## src/rtl/quadrature_step_generator_if.sv

```systemverilog
// Request/status bundle for the quadrature step generator.
// master = requester (drives step pulses), slave = generator.
interface quadrature_step_generator_if #(
  parameter int MAX_PENDING = 15
) ();
  localparam int P = $clog2(MAX_PENDING + 1) + 1;

  logic                enable;
  logic                stepCw;
  logic                stepCcw;
  logic                A;
  logic                B;
  logic                busy;
  logic                stepDone;
  logic                overflow;
  logic signed [P-1:0] pendingSteps;

  modport master (
    output enable, stepCw, stepCcw,
    input  A, B, busy, stepDone, overflow, pendingSteps
  );

  modport slave (
    input  enable, stepCw, stepCcw,
    output A, B, busy, stepDone, overflow, pendingSteps
  );
endinterface

```

## src/rtl/quadrature_step_generator.sv

```systemverilog
// Turns cw/ccw step requests into paced Gray-code A/B edges.
// Requests accumulate in a saturating signed counter; an IDLE/WAIT/EDGE FSM plays them out.
module quadrature_step_generator #(
  parameter int STEP_PERIOD    = 50_000,
  parameter int EDGES_PER_STEP = 4,
  parameter int MAX_PENDING    = 15
) (
  input logic                         clk,
  input logic                         reset,
  quadrature_step_generator_if.slave  bus
);
  localparam int P  = $clog2(MAX_PENDING + 1) + 1;
  localparam int W  = P + 2;
  localparam int DW = $clog2(STEP_PERIOD);

  localparam logic [1:0] IDLE = 2'd0;
  localparam logic [1:0] WAIT = 2'd1;
  localparam logic [1:0] EDGE = 2'd2;

  localparam logic signed [W-1:0] ONE     = W'(1);
  localparam logic signed [W-1:0] MAX_POS = W'(MAX_PENDING);
  localparam logic signed [W-1:0] MAX_NEG = -MAX_POS;

  logic [1:0]          state_reg, state_next;
  logic [DW-1:0]       divider_reg, divider_next;
  logic [2:0]          edge_count_reg, edge_count_next;
  logic                dir_reg, dir_next;  // 1 = clockwise
  logic [1:0]          phase_reg, phase_next;
  logic                a_reg, b_reg;
  logic                step_done_reg, step_done_next;
  logic                overflow_reg, overflow_next;
  logic signed [P-1:0] pending_reg, pending_next;
  logic                done_cw, done_ccw;

  logic signed [W-1:0] pending_ext, req, done_amt, base, with_req;

  always_comb begin
    state_next      = state_reg;
    divider_next    = divider_reg;
    edge_count_next = edge_count_reg;
    dir_next        = dir_reg;
    phase_next      = phase_reg;
    step_done_next  = 1'b0;
    done_cw         = 1'b0;
    done_ccw        = 1'b0;
    case (state_reg)
      IDLE: begin
        if (bus.enable && (pending_reg != '0)) begin
          state_next      = WAIT;
          dir_next        = ~pending_reg[P-1];
          edge_count_next = '0;
          divider_next    = '0;
        end
      end
      WAIT: begin
        if (bus.enable) begin
          if (divider_reg == DW'(STEP_PERIOD - 1)) begin
            state_next = EDGE;
          end else begin
            divider_next = divider_reg + 1'b1;
          end
        end
      end
      EDGE: begin
        phase_next      = dir_reg ? (phase_reg + 2'd1) : (phase_reg - 2'd1);
        edge_count_next = edge_count_reg + 3'd1;
        if (edge_count_reg == 3'(EDGES_PER_STEP - 1)) begin
          step_done_next = 1'b1;
          done_cw        = dir_reg;
          done_ccw       = ~dir_reg;
          state_next     = IDLE;
        end else begin
          divider_next = '0;
          state_next   = WAIT;
        end
      end
      default: state_next = IDLE;
    endcase
  end

  // Completion is always applied; only the request part is dropped at saturation.
  always_comb begin
    pending_ext = {{2{pending_reg[P-1]}}, pending_reg};
    req         = '0;
    done_amt    = '0;
    if (bus.stepCw && !bus.stepCcw) req = ONE;
    if (bus.stepCcw && !bus.stepCw) req = -ONE;
    if (done_cw)  done_amt = ONE;
    if (done_ccw) done_amt = -ONE;
    base          = pending_ext - done_amt;
    with_req      = base + req;
    overflow_next = 1'b0;
    pending_next  = with_req[P-1:0];
    if ((req != '0) && ((with_req > MAX_POS) || (with_req < MAX_NEG))) begin
      overflow_next = 1'b1;
      pending_next  = base[P-1:0];
    end
  end

  always_ff @(posedge clk) begin
    if (!reset) begin
      state_reg      <= IDLE;
      divider_reg    <= '0;
      edge_count_reg <= '0;
      dir_reg        <= 1'b0;
      phase_reg      <= 2'd0;
      a_reg          <= 1'b0;
      b_reg          <= 1'b0;
      step_done_reg  <= 1'b0;
      overflow_reg   <= 1'b0;
      pending_reg    <= '0;
    end else begin
      state_reg      <= state_next;
      divider_reg    <= divider_next;
      edge_count_reg <= edge_count_next;
      dir_reg        <= dir_next;
      phase_reg      <= phase_next;
      a_reg          <= phase_next[1] ^ phase_next[0];
      b_reg          <= phase_next[1];
      step_done_reg  <= step_done_next;
      overflow_reg   <= overflow_next;
      pending_reg    <= pending_next;
    end
  end

  assign bus.A            = a_reg;
  assign bus.B            = b_reg;
  assign bus.busy         = (state_reg != IDLE);
  assign bus.stepDone     = step_done_reg;
  assign bus.overflow     = overflow_reg;
  assign bus.pendingSteps = pending_reg;
endmodule

```

## src/flat_wrapper.sv

```systemverilog
// flat-port wrapper written by rule: the top's interface ports become plain ports
module quadrature_step_generator_flat 
#(
  parameter int STEP_PERIOD    = 50_000,
  parameter int EDGES_PER_STEP = 4,
  parameter int MAX_PENDING    = 15
)
  (clk, reset, bus_enable, bus_stepCw, bus_stepCcw, bus_A, bus_B, bus_busy, bus_stepDone, bus_overflow, bus_pendingSteps);
  quadrature_step_generator_if #(.MAX_PENDING(MAX_PENDING)) bus_i ();
  input logic clk;
  input logic reset;
  input wire logic [$bits(bus_i.enable)-1:0] bus_enable;
  input wire logic [$bits(bus_i.stepCw)-1:0] bus_stepCw;
  input wire logic [$bits(bus_i.stepCcw)-1:0] bus_stepCcw;
  output wire logic [$bits(bus_i.A)-1:0] bus_A;
  output wire logic [$bits(bus_i.B)-1:0] bus_B;
  output wire logic [$bits(bus_i.busy)-1:0] bus_busy;
  output wire logic [$bits(bus_i.stepDone)-1:0] bus_stepDone;
  output wire logic [$bits(bus_i.overflow)-1:0] bus_overflow;
  output wire logic [$bits(bus_i.pendingSteps)-1:0] bus_pendingSteps;
  assign bus_i.enable = bus_enable;
  assign bus_i.stepCw = bus_stepCw;
  assign bus_i.stepCcw = bus_stepCcw;
  assign bus_A = bus_i.A;
  assign bus_B = bus_i.B;
  assign bus_busy = bus_i.busy;
  assign bus_stepDone = bus_i.stepDone;
  assign bus_overflow = bus_i.overflow;
  assign bus_pendingSteps = bus_i.pendingSteps;
  quadrature_step_generator #(.STEP_PERIOD(STEP_PERIOD), .EDGES_PER_STEP(EDGES_PER_STEP), .MAX_PENDING(MAX_PENDING)) u_core (.clk(clk), .reset(reset), .bus(bus_i));
endmodule
```

## config.mk

```make
export PLATFORM = sky130hd
export DESIGN_NAME = quadrature_step_generator_flat
export DESIGN_NICKNAME = d
export VERILOG_FILES = /design/src/rtl/quadrature_step_generator_if.sv /design/src/rtl/quadrature_step_generator.sv /design/src/flat_wrapper.sv
export SDC_FILE = /design/constraint.sdc
export NUM_CORES = 1
export LEC_CHECK = 0
export CELL_PAD_IN_SITES_DETAIL_PLACEMENT = 1
export CELL_PAD_IN_SITES_GLOBAL_PLACEMENT = 1
export CORE_ASPECT_RATIO = 0.5
export CORE_MARGIN = 3
export CORE_UTILIZATION = 35
export DETAILED_ROUTE_END_ITERATION = 10
export PLACE_DENSITY_LB_ADDON = 0.12
export SYNTH_ARGS = -nofsm -noshare
export SYNTH_HDL_FRONTEND = slang
export SYNTH_SLANG_ARGS = --single-unit
export TNS_END_PERCENT = 1
```

## constraint.sdc

```tcl
create_clock -name clk -period 4 [get_ports clk]
set_input_delay 0.6 -clock clk [delete_from_list [all_inputs] [get_ports clk]]
set_output_delay 0.6 -clock clk [all_outputs]
set_load 0.02 [all_outputs]
```

# ---- After elaboration in Yosys (flattened, before gate mapping)
# Index checks and enable logic that the tools add are counted.
dict set report op_classes {
  add_sub_neg 6
  mul 0
  div_mod_pow 0
  order_cmp 2
  eq_ne 9
  shifts 0
  n_mux 25
  bitwise 3
  reduce_logical 18
}
# cell count
set op_table {}
lappend op_table {{$mux W16} 4}
lappend op_table {{$pmux W16 S3} 1}
lappend op_table {{$add A16 B1 Y16 const B} 1}
lappend op_table {{$eq A16 B16 Y1 const B} 1}
lappend op_table {{$mux W7} 2}
lappend op_table {{$mux W2} 5}
lappend op_table {{$mux W1} 9}
lappend op_table {{$add A7 B7 Y7} 1}
lappend op_table {{$gt A7 B5 Y1 const B} 1}
lappend op_table {{$lt A7 B5 Y1 const B} 1}
lappend op_table {{$reduce_bool A7 Y1} 1}
lappend op_table {{$sub A5 B7 Y7} 1}
lappend op_table {{$ne A2 B2 Y1 const B} 3}
lappend op_table {{$pmux W2 S3} 1}
lappend op_table {{$pmux W3 S2} 1}
lappend op_table {{$reduce_and A2 Y1} 3}
lappend op_table {{$mux W5} 1}
lappend op_table {{$reduce_and A5 Y1} 1}
lappend op_table {{$reduce_bool A5 Y1} 1}
lappend op_table {{$logic_and A1 B1 Y1} 4}
lappend op_table {{$ne A2 B1 Y1 const B} 2}
lappend op_table {{$reduce_bool A2 Y1} 2}
lappend op_table {{$add A3 B1 Y3 const B} 1}
lappend op_table {{$eq A3 B2 Y1 const B} 1}
lappend op_table {{12 further kinds} 14}
dict set report word_totals {
  register_bits 33
  latchBits 0
  ramBits 0
  mem_bits_ro 0
  out_inout_bits 10
  elab_cells 73
  mem_count 0
}

# ---- Logic depth before layout (Yosys ltp)
# Gate-level depths: netlist (run 1).
dict set report depth {
  ltp_word 11
  depth_mapped 17
  mapped_depth_nobuf 17
}

# ---- Worst setup path after synthesis (run 1)
# OpenSTA, ideal clock, no wires.
dict set report synth_path {
  path_type {register to register}
  from {reg u_core.state_reg[1]}
  to {reg u_core.pending_reg[0] (netlist: u_core.bus.pendingSteps[0])}
  setup_ns 0.072
  arrival_time_ns 3.648
  path_slack_ns 0.281
  path_stages_with_launch 15
  path_buffers 0
  period_less_slack_ns 3.719
  cell_sequence {dfxtp_1 -> inv_1 -> nor2_1 -> and2_1 -> nand2b_1 -> fa_1 -> a21o_1 -> a21oi_1 -> xnor2_1 -> ha_1 -> inv_1 -> o311ai_0 -> o21ai_0 -> mux2i_4 -> mux2i_1}
}
dict set report synth_between {
  elab_chain_len 10
}
# element line_no
set synth_rtl {}
lappend synth_rtl {{from (decl)} quadrature_step_generator.sv:24} ;# logic [1:0] state_reg, state_next;
lappend synth_rtl {{from (signal assigned)} quadrature_step_generator.sv:113} ;# state_reg <= state_next;
lappend synth_rtl {{$eq A2 B2 Y1 *} quadrature_step_generator.sv:46} ;# case (state_reg)
lappend synth_rtl {{$mux W1} quadrature_step_generator.sv:46}
lappend synth_rtl {{$mux W1} quadrature_step_generator.sv:88} ;# if (done_cw) done_amt = ONE;
lappend synth_rtl {{$mux W7 *} quadrature_step_generator.sv:89} ;# if (done_ccw) done_amt = -ONE;
lappend synth_rtl {{$sub A5 B7 Y7 *} quadrature_step_generator.sv:90} ;# base = pending_ext - done_amt;
lappend synth_rtl {{$add A7 B7 Y7} quadrature_step_generator.sv:91} ;# with_req = base + req;
lappend synth_rtl {{$gt A7 B5 Y1 or $lt A7 B5 Y1 (tied branches)} quadrature_step_generator.sv:94} ;# if ((req != '0) && ((with_req > MAX_POS) || (with_req < MAX_NEG))) begin
lappend synth_rtl {{$logic_or A1 B1 Y1} quadrature_step_generator.sv:94}
lappend synth_rtl {{$logic_and A1 B1 Y1} quadrature_step_generator.sv:94}
lappend synth_rtl {{$mux W5 *} quadrature_step_generator.sv:94}
lappend synth_rtl {{to (signal assigned)} quadrature_step_generator.sv:122} ;# pending_reg <= pending_next;
lappend synth_rtl {{to (decl)} quadrature_step_generator.sv:32} ;# logic signed [P-1:0] pending_reg, pending_next;
# Mark *: on every way between the ends. The rest lies on a longest branch, timed or not.
# A chain may end at the register's enable or synchronous reset.

# ---- Worst setup path in the final report (run 1)
dict set report layout_path {
  from {reg u_core.edge_count_reg[1]}
  to {reg u_core.pending_reg[0] (netlist: u_core.bus.pendingSteps[0])}
}
dict set report layout_between {
  elab_chain_len 11
}
# element line_no
set layout_rtl {}
lappend layout_rtl {{from (decl)} quadrature_step_generator.sv:26} ;# logic [2:0] edge_count_reg, edge_count_next;
lappend layout_rtl {{from (signal assigned)} quadrature_step_generator.sv:115} ;# edge_count_reg <= edge_count_next;
lappend layout_rtl {{$eq A3 B2 Y1 *} quadrature_step_generator.sv:67} ;# if (edge_count_reg == 3'(EDGES_PER_STEP - 1)) begin
lappend layout_rtl {{$mux W1} quadrature_step_generator.sv:67}
lappend layout_rtl {{$mux W1} quadrature_step_generator.sv:46}
lappend layout_rtl {{$mux W1} quadrature_step_generator.sv:88}
lappend layout_rtl {{$mux W7 *} quadrature_step_generator.sv:89}
lappend layout_rtl {{$sub A5 B7 Y7 *} quadrature_step_generator.sv:90}
lappend layout_rtl {{$add A7 B7 Y7} quadrature_step_generator.sv:91}
lappend layout_rtl {{$gt A7 B5 Y1 or $lt A7 B5 Y1 (tied branches)} quadrature_step_generator.sv:94}
lappend layout_rtl {{$logic_or A1 B1 Y1} quadrature_step_generator.sv:94}
lappend layout_rtl {{$logic_and A1 B1 Y1} quadrature_step_generator.sv:94}
lappend layout_rtl {{$mux W5 *} quadrature_step_generator.sv:94}
# Marks and branches as above.

==> summary.md, run 1 <==
| Metric | Value |
|---|---|
| Result of the run | complete, no violations |
| Die Footprint | 6930 um^2 |
| Critical Path Sink Type | flop |
| R2r startpoint | u_core.edge_count_reg[1] |
| Slew at the pin with the worst max-slew slack | between 0.6 and 0.7 ns |
| Share of layout cells above drive strength 1 | between 10% and 20% |
| CTS tree | built |
| Final #Nets | 283 |
| Final setup viols | 0 |
| DRT Wirelength | roughly 4800 um |
| Post-synth cell types | 53 |
| Post-synthesis adder-cell area fraction | 12.2% |
| Clock root cell | clkbuf_16 |
| N_diodes | 0 |
| Pwr/cell area | 645 nW/um^2 |
| Most frequent cells in the layout | dfxtp_1, nor2_1, xnor2_1 |
| Worst Path Arrival | 3.93 ns |
| EDFF count, synth | 0 |
| IO Port Bufs | 14 |
| Critical path class | flop to flop |
| Antenna viol nets, final | 0 |
| R2R Setup Slk | 0.27 ns |
| Core Region | approximately 5600 um^2 |
| Global-route wire length before repair | ~8200 um |
| Ys async rst share | 0% |
| Vias in the first global route | 1773 |
| Synth Area in XOR/XNOR | between 10% and 20% |
| Fin area | around 2600 um^2 |
| Cts bufs inserted | 5 |
| Synthesized area | 2070 um^2 |
| Multi-input logic area | 1400 um^2 |
| GRT Util Overall | 14.8% |
| Commonest non-fill, non-tap cell in the layout | dfxtp_1 |
| Final hold violation count | 0 |
| Final Skew | ~0.0078 ns |
| # IOs | 15 |
| CTS H-tree depth | 2 |
| Placed Area | around 2300 um^2 |
| Hold Crit Start | u_core.divider_reg[15] |
| Worst path required time | roughly 4.2 ns |
| Synth Area in Simple Gates | a little under a quarter |
| Clock Sinks | 32 |
| Main combinational cell family by area after synthesis | simple AND/OR/NAND/NOR gates |
| Total grt overflow | 0 |
| Number of flip-flops in the largest register | 16 |
| Fin crit period | ~3.7 ns |
| Utilization after layout | between 40 and 50% |
| Antenna violations before repair | 0 |
| Die width | between 100 and 150 um |
| RR Endpoint | u_core.bus.pendingSteps[0] |
| Largest net degree at the start of global routing | 17 |
| Max cap viols | 0 |
| Post-synthesis register bit count | 32 |
| Hold EP | u_core.divider_reg[15] |
| Row count | 19 |
| Vias | roughly 1.7k |
| Synth Flop Type | dfxtp_1 |
| Max VDD drop | between 0.2 and 0.3 mV |
| Via-to-Cell Ratio | approximately 5.1 |
| Rel. slew slack | 58.2% |
| Die Y-Extent | ~60 um |
| Net Count, Synth | between 200 and 300 |
| Startpoint Class | flop |
| Compound-Gate Fraction of Synth Area | 13.7% |
| Hold Path Depth | 2 |
| Fmax achieved | between 200 and 300 MHz |
| DR DRC count | 0 |
| Reg2reg path depth | 17 |
| Post-DP HPWL | between 3000 and 4000 um |
| CTS clk-pin slew, worst paths | about 0.05 ns |
| Pre-antenna DRT Iters | 4 |
| Worst-Skew Late Latency | approximately 0.28 ns |
| Max Slew Vio Count | 0 |
| Path category of the worst min-delay check | flop to flop |
| CP max FO | 6 |
| Initial DRC count | 47 |
| Starting density of the core | 36.9% |
| Yosys warnings | 0 |
| Leakage power | 0.952 nW |
| FF/Latch Area | 644 um^2 |
| Syn_area_per_cell | between 8 and 9 um^2 |
| RD Place Congestion | 0.842 |
| Filler cells | 651 |
| Maximum root-to-sink buffer count | 2 |
| Register area share after synthesis | 30.9% |
| Ratio of final minimum period to clock period | between 90% and 100% |
| Synthesis-to-layout area growth | 24.2% |
| Mux share of post-synthesis cell area | 5.02% |
| Mapped Cells | roughly 240 |
| Drt wl/cell | between 10 and 15 um |
[final cells by class]
type,count,area share [%]
clock buffer,5,4.86
tap,73,3.55
inverter,20,2.92
multi-input combinational,179,54.5
sequential,32,25.0
clock inverter,3,1.65
timing repair buffer,21,7.49
[kinds of logic (layout without fill, tap and decap cells)]
| logic type | after synthesis | after routing |
|---|---|---|
| mux | 9 | 9 |
| fa+ha+maj | 19 | 19 |
| compound gates | 38 | 38 |
| simple gates | 89 | 89 |
| buf+inv | 24 | 49 |
| flops | 32 | 32 |
| xor+xnor | 24 | 24 |
[cells in the mapped netlist, types with 3 or more instances]
master    instances  area share [%]
dfxtp_1          32              31
nor2_1           28             5.1
xnor2_1          19             8.0
inv_1            18             3.3
ha_1             17              10
nand2_1          13             2.4
a21oi_1           9             2.2
mux2i_1           7             3.4
nand4_1           7             2.1
nand3_1           5             1.2
nor3_1            5             1.2
nor4_1            5             1.5
nand2b_1          4             1.2
nor4b_1           4             1.7
xor2_1            4             1.7
a21o_1            3             1.1
a31o_1            3             1.3
and3_1            3            0.91
o21ai_0           3            0.72
[worst max-delay path, cell delays in order (launching register included)]
cell and delay, ns:
dfxtp_2 0.35, ha_4 0.14, ha_4 0.13, and2_4 0.16
nand2b_4 0.08, ha_1 0.27, nor2b_1 0.13, o21ai_1 0.12
nand2b_1 0.11, a31oi_2 0.20, mux2i_1 0.23, ha_1 0.30
nor3b_1 0.16, a311oi_1 0.31, o311ai_2 0.19, a31o_1 0.28
mux2i_4 0.26, mux2i_1 0.22
[what timing repair did]
action | in CTS | in global routing
resized for setup | 1 | 18
setup endpoints to repair | 5 | 6
buffers inserted | 0 | 4
hold buffers | 0 | 0
pin swaps | 0 | 8
[how the worst max path moves through the flow]
stage,end,cells after the start,start
4_1_cts,u_core.bus.pendingSteps[1],17,u_core.edge_count_reg[0]
2_1_floorplan,u_core.bus.pendingSteps[0],14,u_core.state_reg[1]
3_5_place_dp,u_core.bus.pendingSteps[1],15,u_core.edge_count_reg[0]
3_3_place_gp,u_core.bus.overflow,17,u_core.edge_count_reg[0]
6_report,u_core.bus.pendingSteps[0],17,u_core.edge_count_reg[1]
5_1_grt,u_core.bus.pendingSteps[0],17,u_core.edge_count_reg[1]
[where the power goes]
part,internal [mW],switching [mW],total (mW)
Combinational,0.391,0.441,0.833
Clock,0.292,0.138,0.430
Sequential,0.356,0.0397,0.396
Total,1.04,0.619,1.66
[per-layer routing]
metal  share of wire (%)  vias up  track usage, %
met3                 1.5        2            2.99
met2                  47        8            26.6
li1                    -      883               -
met1                  51      802            18.6
met5                   0        -               0
met4                0.52        0            3.51
[stage by stage]
stage | hold slack (ns) | std cells | setup WS (ns) | setup TNS, ns | power (mW)
2_1_floorplan | 0.457 | 235 | 0.281 | 0 | 0.973
3_3_place_gp | 0.472 | 321 | 0.0183 | 0 | 1.14
3_5_place_dp | 0.499 | 321 | -0.0285 | -0.0668 | 1.15
4_1_cts | 0.517 | 329 | 0.0513 | 0 | 1.59
5_1_grt | 0.539 | 333 | -0.0155 | -0.0155 | 1.78
6_report | 0.510 | 333 | 0.267 | 0 | 1.66
Note: power is estimated with default switching activity, not from simulation.
==> inputs of run 2 (changes only) <==
ABC_AREA = 0   (was default)
clock period = 4.2 ns   (was 4 ns; I/O delays follow)
==> summary.md, run 2 (synthesized netlist as in run 1, its figures left out) <==
| Metric | Value |
|---|---|
| Final hold violation count | 0 (unchanged) |
| Worst-Skew Late Latency | 0.27 ns (about the same) |
| Total grt overflow | 0 (unchanged) |
| RSZ-0062 raised after global routing | false |
| Hold buffers post-CTS | 0 (unchanged) |
| Critical Path Sink Type | flop |
| Drt wl/cell | 15.3 um (+6.7%) |
| # IOs | 15 (unchanged) |
| Clock root cell | clkbuf_16 |
| Leakage power | 0.937 nW (-1.6%) |
| IO Port Bufs | 14 (unchanged) |
| Fin area | 2520 um^2 (-2.2%) |
| CP max FO | 6 (unchanged) |
| Antenna violations before repair | 0 (unchanged) |
| Synthesis-to-layout area growth | 21.5% |
| Post-DP HPWL | 3810 um (+2.9%) |
| Clk pwr share | 28.2% (+2.3 points) |
| DR DRC count | 0 (unchanged) |
| Final Skew | 0.00595 ns (-0.00185 ns) |
| Net Sw Power | 584 uW (-5.7%) |
| Commonest non-fill, non-tap cell in the layout | dfxtp_1 |
| Die Y-Extent | 60.4 um (unchanged) |
| Result of the run | complete, no violations |
| Final #Nets | 280 (-1.1%) |
| Internal Pwr Total | 987 uW (-5.0%) |
| Core Region | 5610 um^2 (unchanged) |
| CTS clk-pin slew, worst paths | 0.05 ns (about the same) |
| Worst path required time | 4.40 ns (+0.20 ns) |
| Largest net degree at the start of global routing | 17 (unchanged) |
| Share of layout cells above drive strength 1 | 10.1% (-4.5 points) |
| Worst Path Arrival | 4.13 ns (+0.20 ns) |
| Finished Layout Cells | 330 (-0.90%) |
| CTS tree | built |
| Critical path class | flop to flop |
| Fin crit period | 3.93 ns (+0.195 ns) |
| Row count | 19 (unchanged) |
| DRT Wirelength | 5050 um (+5.7%) |
| Startpoint Class | flop |
| Pre-antenna DRT Iters | 4 (unchanged) |
| Placed Area | 2300 um^2 (unchanged) |
| Ratio of final minimum period to clock period | 93.5% (+0.19 points) |
| Via-to-Cell Ratio | 5.24 (+3.0%) |
| Total Power | 1.57 mW (-5.3%) |
| Max Slew Vio Count | 0 (unchanged) |
| Rel. slew slack | 56.0% (-2.1 points) |
| Cts bufs inserted | 5 (unchanged) |
| Maximum root-to-sink buffer count | 2 (unchanged) |
| Filler cells | 664 (+2.0%) |
| Global-route wire length before repair | 8580 um (+4.4%) |
| Antenna viol nets, final | 0 (unchanged) |
| Max cap viols | 0 (unchanged) |
| RD Place Congestion | 0.847 (+0.55%) |
| Max VDD drop | 0.271 mV (-3.4%) |
| Switching Share | 37.2% (-0.15 points) |
| Die Footprint | 6930 um^2 (unchanged) |
| Placed insts | 321 (unchanged) |
| Path category of the worst min-delay check | flop to flop |
| Combinational share of power | 47.8% (-2.4 points) |
| Initial DRC count | 35 (-26%) |
| Clock Sinks | 32 (unchanged) |
| Die width | 115 um (unchanged) |
| Pwr/cell area | 624 nW/um^2 (-3.1%) |
| Vias | 1730 (+2.1%) |
| Slew at the pin with the worst max-slew slack | 0.659 ns (+0.0319 ns) |
| Hold Slack | 0.518 ns (+0.00789 ns) |
| Seq pwr share | 24.0% (about the same) |
| Most frequent cells in the layout | dfxtp_1, nor2_1, xnor2_1 |
| Vias in the first global route | 1850 (+4.3%) |
| GRT Util Overall | 15.8% (+1.1 points) |
| Sum Neg Setup Slack | 0 ns (unchanged) |
| Final setup viols | 0 (unchanged) |
| Starting density of the core | 36.9% (unchanged) |
| Number of flip-flops in the largest register | 16 (unchanged) |
| Fmax achieved | 255 MHz (-5.0%) |
| N_diodes | 0 (unchanged) |
| CTS H-tree depth | 2 (unchanged) |
-- run 2: path summary, 6_finish.rpt --
check / start / to / slack, ns / cells past startpoint
worst max register to register: u_core.edge_count_reg[0] / u_core.bus.pendingSteps[0] / 0.27 / 17
worst min register to register: u_core.edge_count_reg[2] / u_core.edge_count_reg[2] / 0.52 / 2
worst min-delay path: u_core.edge_count_reg[2] / u_core.edge_count_reg[2] / 0.52 / 2
worst max-delay path: u_core.edge_count_reg[0] / u_core.bus.pendingSteps[0] / 0.27 / 17
-- run 2: cell type report --
| class | count | area [um^2] | share of cell area [%] |
|---|---|---|---|
| multi-input combinational | 179 | 1360 | 53.9 |
| sequential | 32 | 641 | 25.5 |
| timing repair buffer | 18 | 170 | 6.76 |
| clock buffer | 7 | 153 | 6.07 |
| tap | 73 | 91.3 | 3.63 |
| inverter | 20 | 75.1 | 2.98 |
| clock inverter | 1 | 30.0 | 1.19 |
-- run 2: worst max-delay path, stage by stage (launching register included) --
cell	delay (ns)
dfxtp_1	0.35
ha_1	0.16
ha_2	0.20
and2_4	0.16
nand2b_2	0.12
ha_1	0.30
nor2b_1	0.13
o21ai_1	0.12
nand2b_1	0.11
a31oi_2	0.22
mux2i_1	0.25
ha_1	0.31
nor3b_1	0.16
a311oi_1	0.32
o311ai_2	0.19
a31o_1	0.24
mux2i_4	0.25
mux2i_1	0.24
-- run 2: power by group through the flow --
stage | logic (mW) | registers (mW) | clock network, mW
2_1_floorplan | 0.531 | 0.395 | 0
3_3_place_gp | 0.698 | 0.382 | 0
3_5_place_dp | 0.719 | 0.385 | 0
4_1_cts | 0.723 | 0.379 | 0.454
5_1_grt | 0.830 | 0.383 | 0.473
6_report | 0.751 | 0.378 | 0.443
-- run 2: metrics by stage --
stage	utilization (%)	setup slack, ns
finish	44.8	0.272
global route	44.8	0.0318
global placement	41.1	0.230
CTS	44.3	0.0244
floorplan	-	0.481
detailed placement	41.1	0.0249
-- run 2: layer usage --
metal  track usage (%)  share of wire [%]
met1              18.9                 48
met2              28.6                 49
met3              3.98                2.2
met4              5.35               0.97
met5                 0                  0
-- run 2: what timing repair did --
item	in CTS	in global routing
buffers inserted	0	1
gates resized for setup	0	7
endpoints found under the setup margin	0	6
